$ cat src/rtl/ysyx_25040111_trapctl_if.sv
// Bundle of the pipeline-side request/completion handshake and the CSR-file port pair.
// The slave view belongs to the trap sequencer; the master view to whoever drives it.
interface ysyx_25040111_trapctl_if;
    logic        inst_valid;
    logic        inst_ready;
    logic [1:0]  inst_op;
    logic [31:0] inst_pc;
    logic [11:0] inst_csr_addr;
    logic        inst_csr_wen;
    logic [31:0] inst_wdata;
    logic        done_valid;
    logic [31:0] done_rdata;
    logic        redirect_valid;
    logic [31:0] redirect_pc;
    logic        csr_wen;
    logic [11:0] csr_waddr;
    logic [31:0] csr_wdata;
    logic        csr_ren;
    logic [11:0] csr_raddr;
    logic [31:0] csr_rdata;
    logic        busy;

    modport slave (
        input  inst_valid, inst_op, inst_pc, inst_csr_addr, inst_csr_wen, inst_wdata, csr_rdata,
        output inst_ready, done_valid, done_rdata, redirect_valid, redirect_pc,
               csr_wen, csr_waddr, csr_wdata, csr_ren, csr_raddr, busy
    );

    modport master (
        output inst_valid, inst_op, inst_pc, inst_csr_addr, inst_csr_wen, inst_wdata, csr_rdata,
        input  inst_ready, done_valid, done_rdata, redirect_valid, redirect_pc,
               csr_wen, csr_waddr, csr_wdata, csr_ren, csr_raddr, busy
    );
endinterface

$ cat src/rtl/ysyx_25040111_trapctl.sv
// Trap/CSR sequencer: runs CSR accesses, ecall and mret as fixed multi-cycle walks
// over the machine-mode CSR file and returns read data or a redirect PC.
module ysyx_25040111_trapctl #(
    parameter logic [31:0] CAUSE_ECALL = 32'd11
) (
    input logic                      clock,
    input logic                      reset,
    ysyx_25040111_trapctl_if.slave   bus
);
    typedef enum logic [3:0] {
        S_IDLE, S_ACC, S_T_EPC, S_T_CAUSE, S_T_STAT, S_T_VEC, S_R_STAT, S_R_EPC, S_DONE
    } state_t;

    localparam logic [1:0]  OP_CSR      = 2'b00;
    localparam logic [1:0]  OP_ECALL    = 2'b01;
    localparam logic [1:0]  OP_MRET     = 2'b10;
    localparam logic [11:0] CSR_MSTATUS = 12'h300;
    localparam logic [11:0] CSR_MTVEC   = 12'h305;
    localparam logic [11:0] CSR_MEPC    = 12'h341;
    localparam logic [11:0] CSR_MCAUSE  = 12'h342;

    state_t      r_state;
    state_t      w_next_state;
    logic [1:0]  r_op;
    logic [31:0] r_pc;
    logic [11:0] r_addr;
    logic        r_wen;
    logic [31:0] r_wdata;
    logic [31:0] r_rdata;
    logic [31:0] r_redirect_pc;

    logic        w_accept;
    logic        w_csr_wen;
    logic [11:0] w_csr_waddr;
    logic [31:0] w_csr_wdata;
    logic        w_csr_ren;
    logic [11:0] w_csr_raddr;
    logic        w_done;
    logic        w_redirect;
    logic [31:0] w_mstatus_new;

    assign w_accept = bus.inst_valid && (r_state == S_IDLE) && !reset;

    always_comb begin
        // NOTE: every output of this block gets a default first so no path leaves it unassigned (no latches).
        w_next_state  = r_state;
        w_csr_wen     = 1'b0;
        w_csr_waddr   = '0;
        w_csr_wdata   = '0;
        w_csr_ren     = 1'b0;
        w_csr_raddr   = '0;
        w_done        = 1'b0;
        w_redirect    = 1'b0;
        w_mstatus_new = bus.csr_rdata;
        case (r_state)
            S_IDLE: begin
                if (w_accept) begin
                    case (bus.inst_op)
                        OP_ECALL: w_next_state = S_T_EPC;
                        OP_MRET:  w_next_state = S_R_STAT;
                        default:  w_next_state = S_ACC;
                    endcase
                end
            end
            S_ACC: begin
                if (r_op == OP_CSR) begin
                    w_csr_ren   = 1'b1;
                    w_csr_raddr = r_addr;
                    w_csr_wen   = r_wen;
                    w_csr_waddr = r_addr;
                    w_csr_wdata = r_wdata;
                end
                w_next_state = S_DONE;
            end
            S_T_EPC: begin
                w_csr_wen    = 1'b1;
                w_csr_waddr  = CSR_MEPC;
                w_csr_wdata  = r_pc;
                w_next_state = S_T_CAUSE;
            end
            S_T_CAUSE: begin
                w_csr_wen    = 1'b1;
                w_csr_waddr  = CSR_MCAUSE;
                w_csr_wdata  = CAUSE_ECALL;
                w_next_state = S_T_STAT;
            end
            S_T_STAT: begin
                // Trap entry: stack MIE into MPIE, disable interrupts, previous mode = M.
                w_mstatus_new[7]     = bus.csr_rdata[3];
                w_mstatus_new[3]     = 1'b0;
                w_mstatus_new[12:11] = 2'b11;
                w_csr_ren    = 1'b1;
                w_csr_raddr  = CSR_MSTATUS;
                w_csr_wen    = 1'b1;
                w_csr_waddr  = CSR_MSTATUS;
                w_csr_wdata  = w_mstatus_new;
                w_next_state = S_T_VEC;
            end
            S_T_VEC: begin
                w_csr_ren    = 1'b1;
                w_csr_raddr  = CSR_MTVEC;
                w_next_state = S_DONE;
            end
            S_R_STAT: begin
                w_mstatus_new[3]     = bus.csr_rdata[7];
                w_mstatus_new[7]     = 1'b1;
                w_mstatus_new[12:11] = 2'b11;
                w_csr_ren    = 1'b1;
                w_csr_raddr  = CSR_MSTATUS;
                w_csr_wen    = 1'b1;
                w_csr_waddr  = CSR_MSTATUS;
                w_csr_wdata  = w_mstatus_new;
                w_next_state = S_R_EPC;
            end
            S_R_EPC: begin
                w_csr_ren    = 1'b1;
                w_csr_raddr  = CSR_MEPC;
                w_next_state = S_DONE;
            end
            S_DONE: begin
                w_done       = 1'b1;
                w_redirect   = (r_op == OP_ECALL) || (r_op == OP_MRET);
                w_next_state = S_IDLE;
            end
            default: w_next_state = S_IDLE;
        endcase
    end

    // Reset is synchronous, so gate strobes with it to keep a reset cycle from issuing a write.
    assign bus.csr_wen        = w_csr_wen && !reset;
    assign bus.csr_ren        = w_csr_ren && !reset;
    assign bus.csr_waddr      = w_csr_waddr;
    assign bus.csr_wdata      = w_csr_wdata;
    assign bus.csr_raddr      = w_csr_raddr;
    assign bus.done_valid     = w_done && !reset;
    assign bus.redirect_valid = w_redirect && !reset;
    assign bus.done_rdata     = r_rdata;
    assign bus.redirect_pc    = r_redirect_pc;
    assign bus.inst_ready     = (r_state == S_IDLE) && !reset;
    assign bus.busy           = (r_state != S_IDLE);

    // NOTE: state registers use non-blocking assignment so every flop samples pre-edge values.
    always_ff @(posedge clock) begin
        if (reset) begin
            r_state       <= S_IDLE;
            r_op          <= '0;
            r_pc          <= '0;
            r_addr        <= '0;
            r_wen         <= 1'b0;
            r_wdata       <= '0;
            r_rdata       <= '0;
            r_redirect_pc <= '0;
        end else begin
            r_state <= w_next_state;
            if (w_accept) begin
                r_op    <= bus.inst_op;
                r_pc    <= bus.inst_pc;
                r_addr  <= bus.inst_csr_addr;
                r_wen   <= bus.inst_csr_wen;
                r_wdata <= bus.inst_wdata;
            end
            case (r_state)
                S_ACC:   r_rdata <= (r_op == OP_CSR) ? bus.csr_rdata : '0;
                S_T_VEC: begin
                    r_rdata       <= '0;
                    r_redirect_pc <= {bus.csr_rdata[31:2], 2'b00};
                end
                S_R_EPC: begin
                    r_rdata       <= '0;
                    r_redirect_pc <= bus.csr_rdata;
                end
                default: ;
            endcase
        end
    end
endmodule
$ cat src/flat_wrapper.sv
// flat-port wrapper written by rule: the top's interface ports become plain ports
module ysyx_25040111_trapctl_flat 
#(
    parameter logic [31:0] CAUSE_ECALL = 32'd11
)
  (clock, reset, bus_inst_valid, bus_inst_op, bus_inst_pc, bus_inst_csr_addr, bus_inst_csr_wen, bus_inst_wdata, bus_csr_rdata, bus_inst_ready, bus_done_valid, bus_done_rdata, bus_redirect_valid, bus_redirect_pc, bus_csr_wen, bus_csr_waddr, bus_csr_wdata, bus_csr_ren, bus_csr_raddr, bus_busy);
  ysyx_25040111_trapctl_if bus_i ();
  input logic clock;
  input logic reset;
  input wire logic [$bits(bus_i.inst_valid)-1:0] bus_inst_valid;
  input wire logic [$bits(bus_i.inst_op)-1:0] bus_inst_op;
  input wire logic [$bits(bus_i.inst_pc)-1:0] bus_inst_pc;
  input wire logic [$bits(bus_i.inst_csr_addr)-1:0] bus_inst_csr_addr;
  input wire logic [$bits(bus_i.inst_csr_wen)-1:0] bus_inst_csr_wen;
  input wire logic [$bits(bus_i.inst_wdata)-1:0] bus_inst_wdata;
  input wire logic [$bits(bus_i.csr_rdata)-1:0] bus_csr_rdata;
  output wire logic [$bits(bus_i.inst_ready)-1:0] bus_inst_ready;
  output wire logic [$bits(bus_i.done_valid)-1:0] bus_done_valid;
  output wire logic [$bits(bus_i.done_rdata)-1:0] bus_done_rdata;
  output wire logic [$bits(bus_i.redirect_valid)-1:0] bus_redirect_valid;
  output wire logic [$bits(bus_i.redirect_pc)-1:0] bus_redirect_pc;
  output wire logic [$bits(bus_i.csr_wen)-1:0] bus_csr_wen;
  output wire logic [$bits(bus_i.csr_waddr)-1:0] bus_csr_waddr;
  output wire logic [$bits(bus_i.csr_wdata)-1:0] bus_csr_wdata;
  output wire logic [$bits(bus_i.csr_ren)-1:0] bus_csr_ren;
  output wire logic [$bits(bus_i.csr_raddr)-1:0] bus_csr_raddr;
  output wire logic [$bits(bus_i.busy)-1:0] bus_busy;
  assign bus_i.inst_valid = bus_inst_valid;
  assign bus_i.inst_op = bus_inst_op;
  assign bus_i.inst_pc = bus_inst_pc;
  assign bus_i.inst_csr_addr = bus_inst_csr_addr;
  assign bus_i.inst_csr_wen = bus_inst_csr_wen;
  assign bus_i.inst_wdata = bus_inst_wdata;
  assign bus_i.csr_rdata = bus_csr_rdata;
  assign bus_inst_ready = bus_i.inst_ready;
  assign bus_done_valid = bus_i.done_valid;
  assign bus_done_rdata = bus_i.done_rdata;
  assign bus_redirect_valid = bus_i.redirect_valid;
  assign bus_redirect_pc = bus_i.redirect_pc;
  assign bus_csr_wen = bus_i.csr_wen;
  assign bus_csr_waddr = bus_i.csr_waddr;
  assign bus_csr_wdata = bus_i.csr_wdata;
  assign bus_csr_ren = bus_i.csr_ren;
  assign bus_csr_raddr = bus_i.csr_raddr;
  assign bus_busy = bus_i.busy;
  ysyx_25040111_trapctl #(.CAUSE_ECALL(CAUSE_ECALL)) u_core (.clock(clock), .reset(reset), .bus(bus_i));
endmodule
$ cat config.mk
export PLATFORM = sky130hd
export DESIGN_NAME = ysyx_25040111_trapctl_flat
export DESIGN_NICKNAME = d
export VERILOG_FILES = /design/src/rtl/ysyx_25040111_trapctl_if.sv /design/src/rtl/ysyx_25040111_trapctl.sv /design/src/flat_wrapper.sv
export SDC_FILE = /design/constraint.sdc
export NUM_CORES = 1
export LEC_CHECK = 0
export ABC_CLOCK_PERIOD_IN_PS = 6000
export CORE_ASPECT_RATIO = 1.75
export CORE_MARGIN = 8
export CORE_UTILIZATION = 48
export DETAILED_ROUTE_END_ITERATION = 10
export GPL_TIMING_DRIVEN = 0
export HOLD_SLACK_MARGIN = 0.15
export PLACE_DENSITY = 0.95
export SYNTH_ARGS = -nofsm -noshare
export SYNTH_HDL_FRONTEND = slang
export SYNTH_SLANG_ARGS = --single-unit
$ cat constraint.sdc
create_clock -name clock -period 6 [get_ports clock]
set_input_delay 1.8 -clock clock [delete_from_list [all_inputs] [get_ports clock]]
set_output_delay 1.8 -clock clock [all_outputs]
set_load 0.01 [all_outputs]
==> results.txt <==
status: finished, final reports clean
main flop type after synthesis: dfxtp_1
Starting DRT DRC Count: 275
Row Count: 55
H-Tree Depth: 4
setup tns final: 0 ps
via count: 5908
power per standard cell area: 315 nW/um^2
Max Cap Viol: 0
HP Start: u_core.bus.redirect_pc[30]
Syn-to-layout area delta: 51.2%
Clk pin slew, worst setup/hold paths: 60 ps
grt ovf: 0
# Post-CTS Setup Buffers: 0
final hold vios: 0
Pwr Total: 2.99 mW
unique cell type count in the Yosys netlist: 38
GP Congestion: 0.907
startpoint types: input port
Yosys top cell area share: 46.9%
DPL Wire Length: 17700 um
final setup violation count: 0
CP startpoint: reset
Crit-path slowest cell: clkdlybuf4s50_1
Commonest cells post-synth: dfxtp_1, nor2b_1, mux2_2
Post-route DRC: 0
ratio of cells with drive above 1 in the final layout: 16.4%
total CTS buffers: 17
drt wl/cell: 22.3 um
dominant cell type by area after synthesis: dfxtp_1
GRT Total Usage: 27.7%
Yosys reg bits: 147
kind of critical path: input port to output port
DR vias/cell: 5.55
Nets: 996
worst clock skew: 9.71 ps
worst path cell trace: buf_2 > clkbuf_1 > buf_2 > a2111oi_0 > clkdlybuf4s50_1
EDFF count, synth: 0
hold buffers post-CTS: 0
worst skew pair latency: 420 ps
CP max FO: 10
RSZ-0062 raised after global routing: false
root buffer cell: clkbuf_16
CTS max path bufs: 2
vias in the first global route: 6449
Die ar.: 17100 um^2
Synth area leaders: dfxtp_1, mux2_2, nor2b_1, a22o_1, a221o_1
Max IR drop VDD: 199 uV
drt total wl: 23700 um
required time of the critical path: 4200 ps
Crit. End Element: output port
asr flop ratio synth: 0%
CP most frequent cell: buf_2
clock sink count: 147
CTS tree: built
Die X: 102 um
core area: 12900 um^2
most frequent cell after synthesis: dfxtp_1
Cells after Synth: 623
# IOs: 240
DRT Pass-1 Iters: 5
I/O Buffers: 238
Seq/Total Area, Yosys: 46.9%
starting density of the core: 48.8%
largest net degree at the start of global routing: 17
Peak Freq: 182 MHz
fin crit share: 91.7%
hold_ws: 455 ps
die height: 167 um
LEAKAGE: 3.77 nW
count of pins over their slew limit: 0
Worst Tran Pin Value: 875 ps
Final Critical Period: 5500 ps
Post-CTS Resized: 0
headroom to the max-slew limit: 41.7%
Arr. time, crit path: 3700 ps
CP peak stage delay: 660 ps
Yosys Warn Count: 0
Worst Hold Class: flip-flop to flip-flop
Mapped Avg Cell Area: 10.1 um^2
Synth Cell Area: 6280 um^2
FF-to-FF Start: u_core.r_state[2]
DRT antenna net count: 0
Syn Nets: 739
first-pass GRT wire length: 35800 um
initial antenna violation count: 1
[per-layer routing]
metal | share of wire (%) | global-route usage [%] | vias to the layer above | routed length, um
li1 | - | - | 2680 | -
met1 | 35 | 26.7 | 2869 | 8250
met2 | 53 | 51.2 | 286 | 12700
met3 | 7.0 | 7.06 | 73 | 1670
met4 | 4.7 | 14.7 | 0 | 1110
met5 | 0 | 0 | - | 0
[state kept, by name, indices dropped and copies added (netlist names)]
signal and count:
u_core.bus.done_rdata 32, u_core.bus.redirect_pc 32, u_core.r_addr 12, u_core.r_op 2, u_core.r_pc 32, u_core.r_state 4, u_core.r_wdata 32, u_core.r_wen 1
[worst paths after layout]
check                                    end  slack, ps  depth (start not counted)
setup / recovery                 bus_csr_wen        500                          5
hold / removal    u_core.bus.redirect_pc[30]        450                          2
setup reg to reg   u_core.bus.done_rdata[29]       4170                          5
hold reg to reg   u_core.bus.redirect_pc[30]        450                          2
[final cells by class]
| class | count | area (um^2) |
|---|---|---|
| flip-flops and latches | 147 | 2940 |
| clock buffers | 18 | 439 |
| fillers | 910 | 3380 |
| clock inverters | 13 | 175 |
| well taps | 171 | 214 |
| multi-input cells | 420 | 3060 |
| inverters | 4 | 15.0 |
| diodes | 1 | 2.50 |
| plain buffers | 52 | 254 |
| repair buffers | 238 | 2380 |
[critical path, delay by kind of cell]
family | cells | cell delay (ps)
buffers and inverters | 4 | 1420
AOI/OAI and AO/OA | 1 | 470
[logic make-up after synthesis]
logic type | Yosys count | synth area share, %
AND/OR/NAND/NOR | 221 | 19.2
flip-flops | 147 | 46.9
AO/OA/AOI/OAI | 118 | 14.6
multiplexers | 79 | 14.7
buffers and inverters | 56 | 4.29
adder cells (fa/ha/maj) | 2 | 0.399
[per-stage QoR]
stage / util, % / setup slack [ps] / cell area (um^2) / instances
floorplan: - / 1190 / 6280 / 623
global placement: 68.9 / 521 / 8870 / 1032
detailed placement: 68.9 / 496 / 8870 / 1032
CTS: 73.7 / 508 / 9490 / 1063
global route: 73.7 / 357 / 9490 / 1064
finish: 73.7 / 497 / 9490 / 1064
[cells in the final DEF (no fill, tap or decap), drive strengths merged]
master	Yosys	routed
a211o	1	1
a21oi	38	38
nand2	68	68
buf	35	35
diode	0	1
o2bb2ai	5	5
nor2	10	10
nand3b	1	1
a2111oi	2	2
mux2i	1	1
mux2	78	78
a31oi	1	1
ha	2	2
inv	4	8
nor3b	2	2
a22o	35	35
and3b	1	1
a311oi	1	1
a221o	28	28
clkinv	0	5
a211oi	1	1
nand3	5	5
nor3	7	7
nor2b	81	81
nand2b	2	2
a32o	1	1
o21ai	1	1
and3	2	2
and2	42	42
clkinvlp	0	1
dfxtp	147	147
clkdlybuf4s50	0	238
a21o	4	4
bufinv	0	3
clkbuf	17	35
[report_power, final]
part,internal [mW],leakage (nW),switching (mW)
logic,0.394,2.27,0.339
clock network,0.672,0.299,0.444
registers,1.08,1.20,0.0589
No activity file was read; power rests on OpenSTA's default activity.
